File: src/rtl/m_trap_sequencer_if.sv
// Pipeline/CSR-file side bundle of the machine-mode trap sequencer.
// master = sequencer, slave = pipeline + CSR file.
interface m_trap_sequencer_if #(
    parameter logic [1:0] XLEN = 2'd2
);
    localparam int unsigned W = 32'd1 << (32'(XLEN) + 32'd4);

    logic [3:0]   i_exc_code_fd;
    logic [W-1:0] i_exc_pc_fd;
    logic [3:0]   i_exc_code_em;
    logic [W-1:0] i_exc_pc_em;
    logic [W-1:0] i_exc_addr_em;
    logic         i_mret;
    logic         i_irq_ext;
    logic         i_irq_sw;
    logic [W-1:0] i_irq_pc;
    logic [W-1:0] i_mstatus;
    logic [W-1:0] i_mie;
    logic [W-1:0] i_mtvec;
    logic [W-1:0] i_mepc;

    logic         o_csr_we;
    logic [11:0]  o_csr_addr;
    logic [W-1:0] o_csr_wdata;
    logic         o_flush;
    logic         o_stall;
    logic         o_redirect_valid;
    logic [W-1:0] o_redirect_pc;
    logic         o_busy;

    modport master (
        input  i_exc_code_fd, i_exc_pc_fd, i_exc_code_em, i_exc_pc_em, i_exc_addr_em,
        input  i_mret, i_irq_ext, i_irq_sw, i_irq_pc,
        input  i_mstatus, i_mie, i_mtvec, i_mepc,
        output o_csr_we, o_csr_addr, o_csr_wdata, o_flush, o_stall,
        output o_redirect_valid, o_redirect_pc, o_busy
    );

    modport slave (
        output i_exc_code_fd, i_exc_pc_fd, i_exc_code_em, i_exc_pc_em, i_exc_addr_em,
        output i_mret, i_irq_ext, i_irq_sw, i_irq_pc,
        output i_mstatus, i_mie, i_mtvec, i_mepc,
        input  o_csr_we, o_csr_addr, o_csr_wdata, o_flush, o_stall,
        input  o_redirect_valid, o_redirect_pc, o_busy
    );
endinterface

File: src/rtl/m_trap_sequencer.sv
// Machine-mode trap sequencer: arbitrates exceptions, interrupts and mret,
// writes the trap CSRs one per cycle, then redirects fetch.
module m_trap_sequencer #(
    parameter logic [1:0] XLEN = 2'd2
) (
    input  logic              i_clk,
    input  logic              i_rst,
    input  logic              i_clk_en,
    m_trap_sequencer_if.master bus
);
    localparam int unsigned W = 32'd1 << (32'(XLEN) + 32'd4);

    localparam logic [3:0]  NO_E        = 4'hF;
    localparam logic [11:0] CSR_MSTATUS = 12'h300;
    localparam logic [11:0] CSR_MEPC    = 12'h341;
    localparam logic [11:0] CSR_MCAUSE  = 12'h342;
    localparam logic [11:0] CSR_MTVAL   = 12'h343;

    typedef enum logic [2:0] {
        IDLE, W_MEPC, W_MCAUSE, W_MTVAL, W_MSTAT, R_MSTAT, REDIR
    } state_t;

    state_t state_q, state_d;

    logic [W-1:0] cause_q, epc_q, tval_q;
    logic         irq_q, mret_q;

    logic         trap_v, mret_v, accept;
    logic [W-1:0] cause_d, epc_d, tval_d;
    logic         irq_d;
    logic [W-1:0] mstat_trap, mstat_mret, tvec_base;

    logic unused_bits;
    assign unused_bits = ^{bus.i_mie, bus.i_mepc[0]};

    // Source arbitration and CSR value shaping
    always_comb begin
        logic em_v, fd_v, ext_v, sw_v;
        em_v    = (bus.i_exc_code_em != NO_E);
        fd_v    = (bus.i_exc_code_fd != NO_E);
        ext_v   = bus.i_irq_ext & bus.i_mstatus[3] & bus.i_mie[11];
        sw_v    = bus.i_irq_sw  & bus.i_mstatus[3] & bus.i_mie[3];
        trap_v  = em_v | fd_v | ext_v | sw_v;
        mret_v  = bus.i_mret & ~trap_v;
        accept  = (state_q == IDLE) & i_clk_en & ~i_rst & (trap_v | mret_v);

        cause_d = '0;
        epc_d   = '0;
        tval_d  = '0;
        irq_d   = 1'b0;
        if (em_v) begin
            cause_d = W'(bus.i_exc_code_em);
            epc_d   = bus.i_exc_pc_em;
            tval_d  = bus.i_exc_addr_em;
        end else if (fd_v) begin
            cause_d = W'(bus.i_exc_code_fd);
            epc_d   = bus.i_exc_pc_fd;
            tval_d  = bus.i_exc_pc_fd;
        end else if (ext_v) begin
            cause_d        = W'(4'd11);
            cause_d[W-1]   = 1'b1;
            epc_d          = bus.i_irq_pc;
            irq_d          = 1'b1;
        end else if (sw_v) begin
            cause_d        = W'(4'd3);
            cause_d[W-1]   = 1'b1;
            epc_d          = bus.i_irq_pc;
            irq_d          = 1'b1;
        end

        mstat_trap        = bus.i_mstatus;
        mstat_trap[7]     = bus.i_mstatus[3];
        mstat_trap[3]     = 1'b0;
        mstat_trap[12:11] = 2'b11;

        mstat_mret        = bus.i_mstatus;
        mstat_mret[3]     = bus.i_mstatus[7];
        mstat_mret[7]     = 1'b1;
        mstat_mret[12:11] = 2'b00;

        tvec_base = {bus.i_mtvec[W-1:2], 2'b00};
    end

    // State register and accept-cycle latches
    always_ff @(posedge i_clk) begin
        if (i_rst) begin
            state_q <= IDLE;
            cause_q <= '0;
            epc_q   <= '0;
            tval_q  <= '0;
            irq_q   <= 1'b0;
            mret_q  <= 1'b0;
        end else if (i_clk_en) begin
            state_q <= state_d;
            if (accept) begin
                cause_q <= cause_d;
                epc_q   <= epc_d;
                tval_q  <= tval_d;
                irq_q   <= irq_d;
                mret_q  <= mret_v;
            end
        end
    end

    // Next state and outputs
    always_comb begin
        state_d              = state_q;
        bus.o_csr_we         = 1'b0;
        bus.o_csr_addr       = '0;
        bus.o_csr_wdata      = '0;
        bus.o_flush          = accept;
        bus.o_stall          = (state_q != IDLE) | accept;
        bus.o_busy           = (state_q != IDLE);
        bus.o_redirect_valid = 1'b0;
        bus.o_redirect_pc    = '0;

        case (state_q)
            IDLE: begin
                if (accept) state_d = mret_v ? R_MSTAT : W_MEPC;
            end
            W_MEPC: begin
                bus.o_csr_we    = i_clk_en;
                bus.o_csr_addr  = CSR_MEPC;
                bus.o_csr_wdata = {epc_q[W-1:2], 2'b00};
                state_d         = W_MCAUSE;
            end
            W_MCAUSE: begin
                bus.o_csr_we    = i_clk_en;
                bus.o_csr_addr  = CSR_MCAUSE;
                bus.o_csr_wdata = cause_q;
                state_d         = W_MTVAL;
            end
            W_MTVAL: begin
                bus.o_csr_we    = i_clk_en;
                bus.o_csr_addr  = CSR_MTVAL;
                bus.o_csr_wdata = tval_q;
                state_d         = W_MSTAT;
            end
            W_MSTAT: begin
                bus.o_csr_we    = i_clk_en;
                bus.o_csr_addr  = CSR_MSTATUS;
                bus.o_csr_wdata = mstat_trap;
                state_d         = REDIR;
            end
            R_MSTAT: begin
                bus.o_csr_we    = i_clk_en;
                bus.o_csr_addr  = CSR_MSTATUS;
                bus.o_csr_wdata = mstat_mret;
                state_d         = REDIR;
            end
            REDIR: begin
                bus.o_redirect_valid = 1'b1;
                if (mret_q)
                    bus.o_redirect_pc = {bus.i_mepc[W-1:1], 1'b0};
                else if (irq_q && bus.i_mtvec[1:0] == 2'b01)
                    bus.o_redirect_pc = tvec_base + W'({cause_q[3:0], 2'b00});
                else
                    bus.o_redirect_pc = tvec_base;
                state_d = IDLE;
            end
            default: state_d = IDLE;
        endcase
    end
endmodule

File: src/flat_wrapper.sv
// flat-port wrapper written by rule: the top's interface ports become plain ports
module m_trap_sequencer_flat 
#(
    parameter logic [1:0] XLEN = 2'd2
)
  (i_clk, i_rst, i_clk_en, bus_i_exc_code_fd, bus_i_exc_pc_fd, bus_i_exc_code_em, bus_i_exc_pc_em, bus_i_exc_addr_em, bus_i_mret, bus_i_irq_ext, bus_i_irq_sw, bus_i_irq_pc, bus_i_mstatus, bus_i_mie, bus_i_mtvec, bus_i_mepc, bus_o_csr_we, bus_o_csr_addr, bus_o_csr_wdata, bus_o_flush, bus_o_stall, bus_o_redirect_valid, bus_o_redirect_pc, bus_o_busy);
  m_trap_sequencer_if #(.XLEN(XLEN)) bus_i ();
  input  logic i_clk;
  input  logic i_rst;
  input  logic i_clk_en;
  input wire logic [$bits(bus_i.i_exc_code_fd)-1:0] bus_i_exc_code_fd;
  input wire logic [$bits(bus_i.i_exc_pc_fd)-1:0] bus_i_exc_pc_fd;
  input wire logic [$bits(bus_i.i_exc_code_em)-1:0] bus_i_exc_code_em;
  input wire logic [$bits(bus_i.i_exc_pc_em)-1:0] bus_i_exc_pc_em;
  input wire logic [$bits(bus_i.i_exc_addr_em)-1:0] bus_i_exc_addr_em;
  input wire logic [$bits(bus_i.i_mret)-1:0] bus_i_mret;
  input wire logic [$bits(bus_i.i_irq_ext)-1:0] bus_i_irq_ext;
  input wire logic [$bits(bus_i.i_irq_sw)-1:0] bus_i_irq_sw;
  input wire logic [$bits(bus_i.i_irq_pc)-1:0] bus_i_irq_pc;
  input wire logic [$bits(bus_i.i_mstatus)-1:0] bus_i_mstatus;
  input wire logic [$bits(bus_i.i_mie)-1:0] bus_i_mie;
  input wire logic [$bits(bus_i.i_mtvec)-1:0] bus_i_mtvec;
  input wire logic [$bits(bus_i.i_mepc)-1:0] bus_i_mepc;
  output wire logic [$bits(bus_i.o_csr_we)-1:0] bus_o_csr_we;
  output wire logic [$bits(bus_i.o_csr_addr)-1:0] bus_o_csr_addr;
  output wire logic [$bits(bus_i.o_csr_wdata)-1:0] bus_o_csr_wdata;
  output wire logic [$bits(bus_i.o_flush)-1:0] bus_o_flush;
  output wire logic [$bits(bus_i.o_stall)-1:0] bus_o_stall;
  output wire logic [$bits(bus_i.o_redirect_valid)-1:0] bus_o_redirect_valid;
  output wire logic [$bits(bus_i.o_redirect_pc)-1:0] bus_o_redirect_pc;
  output wire logic [$bits(bus_i.o_busy)-1:0] bus_o_busy;
  assign bus_i.i_exc_code_fd = bus_i_exc_code_fd;
  assign bus_i.i_exc_pc_fd = bus_i_exc_pc_fd;
  assign bus_i.i_exc_code_em = bus_i_exc_code_em;
  assign bus_i.i_exc_pc_em = bus_i_exc_pc_em;
  assign bus_i.i_exc_addr_em = bus_i_exc_addr_em;
  assign bus_i.i_mret = bus_i_mret;
  assign bus_i.i_irq_ext = bus_i_irq_ext;
  assign bus_i.i_irq_sw = bus_i_irq_sw;
  assign bus_i.i_irq_pc = bus_i_irq_pc;
  assign bus_i.i_mstatus = bus_i_mstatus;
  assign bus_i.i_mie = bus_i_mie;
  assign bus_i.i_mtvec = bus_i_mtvec;
  assign bus_i.i_mepc = bus_i_mepc;
  assign bus_o_csr_we = bus_i.o_csr_we;
  assign bus_o_csr_addr = bus_i.o_csr_addr;
  assign bus_o_csr_wdata = bus_i.o_csr_wdata;
  assign bus_o_flush = bus_i.o_flush;
  assign bus_o_stall = bus_i.o_stall;
  assign bus_o_redirect_valid = bus_i.o_redirect_valid;
  assign bus_o_redirect_pc = bus_i.o_redirect_pc;
  assign bus_o_busy = bus_i.o_busy;
  m_trap_sequencer #(.XLEN(XLEN)) u_core (.i_clk(i_clk), .i_rst(i_rst), .i_clk_en(i_clk_en), .bus(bus_i));
endmodule
File: config.mk
export PLATFORM = sky130hd
export DESIGN_NAME = m_trap_sequencer_flat
export DESIGN_NICKNAME = d
export VERILOG_FILES = /design/src/rtl/m_trap_sequencer_if.sv /design/src/rtl/m_trap_sequencer.sv /design/src/flat_wrapper.sv
export SDC_FILE = /design/constraint.sdc
export NUM_CORES = 1
export LEC_CHECK = 0
export ABC_AREA = 1
export CAP_MARGIN = 20
export CORE_AREA = 4 4 259 261
export DETAILED_ROUTE_END_ITERATION = 8
export DIE_AREA = 0 0 263 265
export GPL_TIMING_DRIVEN = 0
export PLACE_DENSITY = 0.45
export SLEW_MARGIN = 40
export SYNTH_ARGS = -nofsm -noshare
export SYNTH_HDL_FRONTEND = slang
export SYNTH_SLANG_ARGS = --single-unit
File: constraint.sdc
create_clock -name i_clk -period 2.52 [get_ports i_clk]
set_clock_uncertainty 0.15 [all_clocks]
set_input_delay 0.378 -clock i_clk [delete_from_list [all_inputs] [get_ports i_clk]]
set_output_delay 0.378 -clock i_clk [all_outputs]
set_load 0.05 [all_outputs]
==> load_flow_metrics.sql <==
INSERT INTO impl_metrics (metric_group, metric, value, unit) VALUES
('run_status', 'run_status', 'complete, but fails checks', ''),
('run_status', 'failed_checks', 'negative setup slack', ''),
('global_routing', 'global_route.overflow_total', '0', ''),
('synth', 'netlist-cell-type-count', '45', ''),
('power_and_ir_drop', 'total_power_consumption', '8360', 'uW'),
('sta', 'report.final.setup_viol', '85', ''),
('worst_setup_path', 'crit_required', '1.99', 'ns'),
('placement', 'global_placer_s_final_weighted_congestion', '0.929', ''),
('clocking', 'cts.path.max_buffers', '2', ''),
('synth', 'netlist_area_before_placement', '11100', 'sq um'),
('min_path', 'worst_hold_path.num_cells', '3', ''),
('finish', 'layout_cells_sized_above_1', '27.4', '%'),
('power_and_ir_drop', 'netSwitchingPower', '2910', 'uW'),
('synth', 'synth.yosys.seq_area_share', '24.5', '%'),
('global_routing', 'grt_util_all_layers', '23.2', '%'),
('worst_setup_path', 'critPathCaptureType', 'primary output', ''),
('finish', 'finalNetCount', '3244', ''),
('detailed_routing', 'firstDrtPassIters', '5', ''),
('global_routing', 'pin_count_of_the_biggest_net_entering_global_routing', '20', ''),
('placement', 'detailed_place_hpwl', '71300', 'um'),
('power_and_ir_drop', 'leak_pwr', '0.0105', 'uW'),
('clocking', 'cts_tree', 'yes', ''),
('die', 'floorplan.die.height', '265', 'um'),
('worst_setup_path', 'worst_reg_to_reg_path_cell_count', '10', ''),
('sta', 'fin_setup_tns', '-29.68', 'ns'),
('power_and_ir_drop', 'p_clk_share', '32.4', '%'),
('global_routing', 'number_of_global_route_vias_before_repair', '16700', ''),
('worst_setup_path', 'path_delay_family', 'simple AND/OR/NAND/NOR gates', ''),
('detailed_routing', 'final_antenna_net_count', '0', ''),
('finish', 'synth_to_final_area_change', '103', '%'),
('sta', 'fin_crit', '3.24', 'ns'),
('synth', 'synth_most_common_cell', 'nand2_1', ''),
('clocking', 'htreeDepth', '4', ''),
('clocking', 'clock_root_cell', 'clkbuf_16', ''),
('power_and_ir_drop', 'power_frac_seq', '30.8', '%'),
('die', 'die-area', '69700', 'sq um'),
('worst_setup_path', 'bufs_and_invs_on_worst_path', '4', ''),
('sta', 'timing.final.ws_setup', '-0.720', 'ns'),
('sta', 'max_slew.worst_pin.slew', '0.829', 'ns'),
('min_path', 'worst_hold_startpoint', 'bus_i_exc_code_em[3]', ''),
('synth', 'synth_top_area_share', '24.5', '%'),
('power_and_ir_drop', 'peakVddDrop', '0.473', 'mV'),
('worst_setup_path', 'crit_top_cell', 'nor2_4', ''),
('synth', 'post_synth.cell_area_avg', '5.53', 'sq um'),
('synth', 'yosys_most_used_dff', 'dfxtp_1', ''),
('synth', 'yosysWarningCount', '0', ''),
('synth', 'netlist_top_cells_area', 'dfxtp_1 25%, nand2_1 18%, nor2_1 12%', ''),
('detailed_routing', 'post-route-drc-count', '0', ''),
('worst_setup_path', 'crit_path_category', 'primary input to primary output', ''),
('job', 'max_cap_viol_count', '0', ''),
('finish', 'post_layout_nonfiller_instances', '3594', ''),
('worst_setup_path', 'timing.rr.end', 'u_core.epc_q[61]', ''),
('worst_setup_path', 'crit-reg2reg-launch', 'u_core.state_q[0]', ''),
('sta', 'achievable-frequency', '309', 'MHz'),
('synth', 'postSynth.asyncResetShare', '0', '%'),
('clocking', 'numCtsBuffers', '17', ''),
('synth', 'synth_edf_count', '0', ''),
('clocking', 'worstSkewPairLatency', '0.43', 'ns'),
('power_and_ir_drop', 'cellPowerDensity', '371', 'nW/um^2'),
('worst_setup_path', 'crit_chain', 'clkdlybuf4s15_1 > ha_4 > inv_2 > fa_2 > nor2_4 > nor2_4 > nor2_4 > nand2_4 > nor2_4 > nand2_1 > or2_0 > nand3_1 > nand2_2 > clkinvlp_4 > buf_8', ''),
('die', 'placeableCoreArea', '64500', 'sq um'),
('worst_setup_path', 'cpPeakStageDelay', '0.36', 'ns'),
('worst_setup_path', 'worstPathMaxFanout', '4', ''),
('sta', 'finalHoldViolCount', '0', ''),
('sta', 'slew_headroom', '44.7', '%'),
('placement', 'placed_cells', '3461', ''),
('sta', 'final_max_slew_viol_count', '0', ''),
('die', 'floorplan.rows', '93', ''),
('worst_setup_path', 'timing.critical_path.slowest_stage_cell', 'fa_2', ''),
('die', 'die_span_x', '263', 'um'),
('power_and_ir_drop', 'switching_share', '34.8', '%');
## area by class of cell
cell class	instances	area [sq um]	area share, %
clock buffer	22	474	2.10
antenna	13	32.5	0.144
clock inverter	10	141	0.627
timing repair buffer	683	7420	32.9
tap	855	1070	4.74
timing repair inverter	1	7.51	0.0333
multi-input combinational	1545	8890	39.4
inverter	208	826	3.66
buffer	121	953	4.23
sequential	136	2750	12.2
## layout by cell type (no fill, tap or decap), types with 8 or more instances in the layout
| master | Yosys | routed |
|---|---|---|
| o21ai_2 | 0 | 12 |
| nor2_4 | 4 | 35 |
| nand3_1 | 137 | 46 |
| o211ai_1 | 13 | 13 |
| inv_2 | 5 | 34 |
| nand2_1 | 540 | 403 |
| diode_2 | 0 | 13 |
| dlymetal6s2s_1 | 0 | 14 |
| clkdlybuf4s50_1 | 0 | 409 |
| clkbuf_16 | 0 | 33 |
| buf_2 | 32 | 29 |
| a22oi_2 | 0 | 12 |
| o21ai_0 | 225 | 196 |
| buf_6 | 4 | 104 |
| a21oi_2 | 0 | 8 |
| o21ai_1 | 6 | 19 |
| nor3_1 | 15 | 12 |
| nand2_4 | 0 | 40 |
| dfxtp_1 | 136 | 129 |
| clkbuf_2 | 6 | 14 |
| buf_8 | 0 | 54 |
| nand2_2 | 2 | 96 |
| clkinvlp_4 | 0 | 9 |
| a211oi_1 | 32 | 32 |
| dlygate4sd2_1 | 0 | 34 |
| nor2_1 | 343 | 297 |
| clkbuf_4 | 0 | 8 |
| nor2_2 | 2 | 17 |
| inv_1 | 203 | 164 |
| nand4_1 | 22 | 22 |
| conb_1 | 1 | 8 |
| a21oi_1 | 134 | 120 |
| nand3_4 | 0 | 21 |
| nand3_2 | 1 | 71 |
| buf_12 | 0 | 27 |
| clkbuf_1 | 62 | 34 |
| buf_4 | 10 | 53 |
## per-stage QoR
stage / util (%) / area, sq um / hold WS, ns
floorplan: - / 11300 / 0.288
global placement: 28.3 / 18300 / 0.311
detailed placement: 28.4 / 18300 / 0.318
CTS: 31.7 / 20400 / 0.329
global route: 35.0 / 22500 / 0.332
finish: 35.0 / 22600 / 0.311
## tightest hold or removal path, cell delays in order
cell and delay [ns]:
dlygate4sd2_1 0.31, nand2_1 0.11, a21oi_1 0.06
## metal layers
metal | GRT usage, % | part of all wire [%]
met5 | 0 | 0.17
met4 | 8.11 | 3.6
met3 | 6.19 | 7.3
met2 | 42.9 | 51
met1 | 25.7 | 38
## flip-flops by register name, summed over array words and instances (netlist names)
signal,count
u_core.state_q,3
u_core.epc_q,62
u_core.cause_q,5
u_core.irq_q,1
u_core.mret_q,1
u_core.tval_q,64
## power groups by stage
stage	registers [uW]	logic (uW)	clock network [uW]
2_1_floorplan	2540	1140	0
3_3_place_gp	2570	2580	0
3_5_place_dp	2580	2590	0
4_1_cts	2530	2750	2750
5_1_grt	2600	3270	2830
6_report	2580	3080	2710
## kinds of logic (layout without fill, tap and decap cells)
logic type / count (synthesis) / count (layout) / share of synthesized area, %
other cells: 1 / 21 / 0.0338
compound gates: 441 / 441 / 21.9
flops: 136 / 136 / 24.5
simple gates: 1086 / 1086 / 40.2
fa+ha+maj: 5 / 5 / 0.632
buf+inv: 332 / 1045 / 12.3
xor+xnor: 5 / 5 / 0.395
## worst max-delay path by stage
| stage | slack (ns) | cells after the start | from | to |
|---|---|---|---|---|
| after floorplan | -0.10 | 10 | bus_i_mtvec[2] | bus_o_redirect_pc[26] |
| after global placement | -1.93 | 6 | u_core.state_q[2] | bus_o_csr_wdata[25] |
| after detailed placement | -1.95 | 14 | bus_i_mtvec[2] | bus_o_redirect_pc[38] |
| after CTS | -0.85 | 14 | u_core.cause_q[0] | bus_o_redirect_pc[48] |
| after global routing | -0.82 | 15 | u_core.cause_q[0] | bus_o_redirect_pc[56] |
| final | -0.72 | 15 | bus_i_mtvec[2] | bus_o_redirect_pc[34] |
## what timing repair did
item	in CTS	in global routing
endpoints found under the setup margin	271	151
gates resized for setup	1246	444
gates cloned	2	13
pin swaps	61	94
buffers inserted	50	31
No activity file was read; power rests on OpenSTA's default activity.
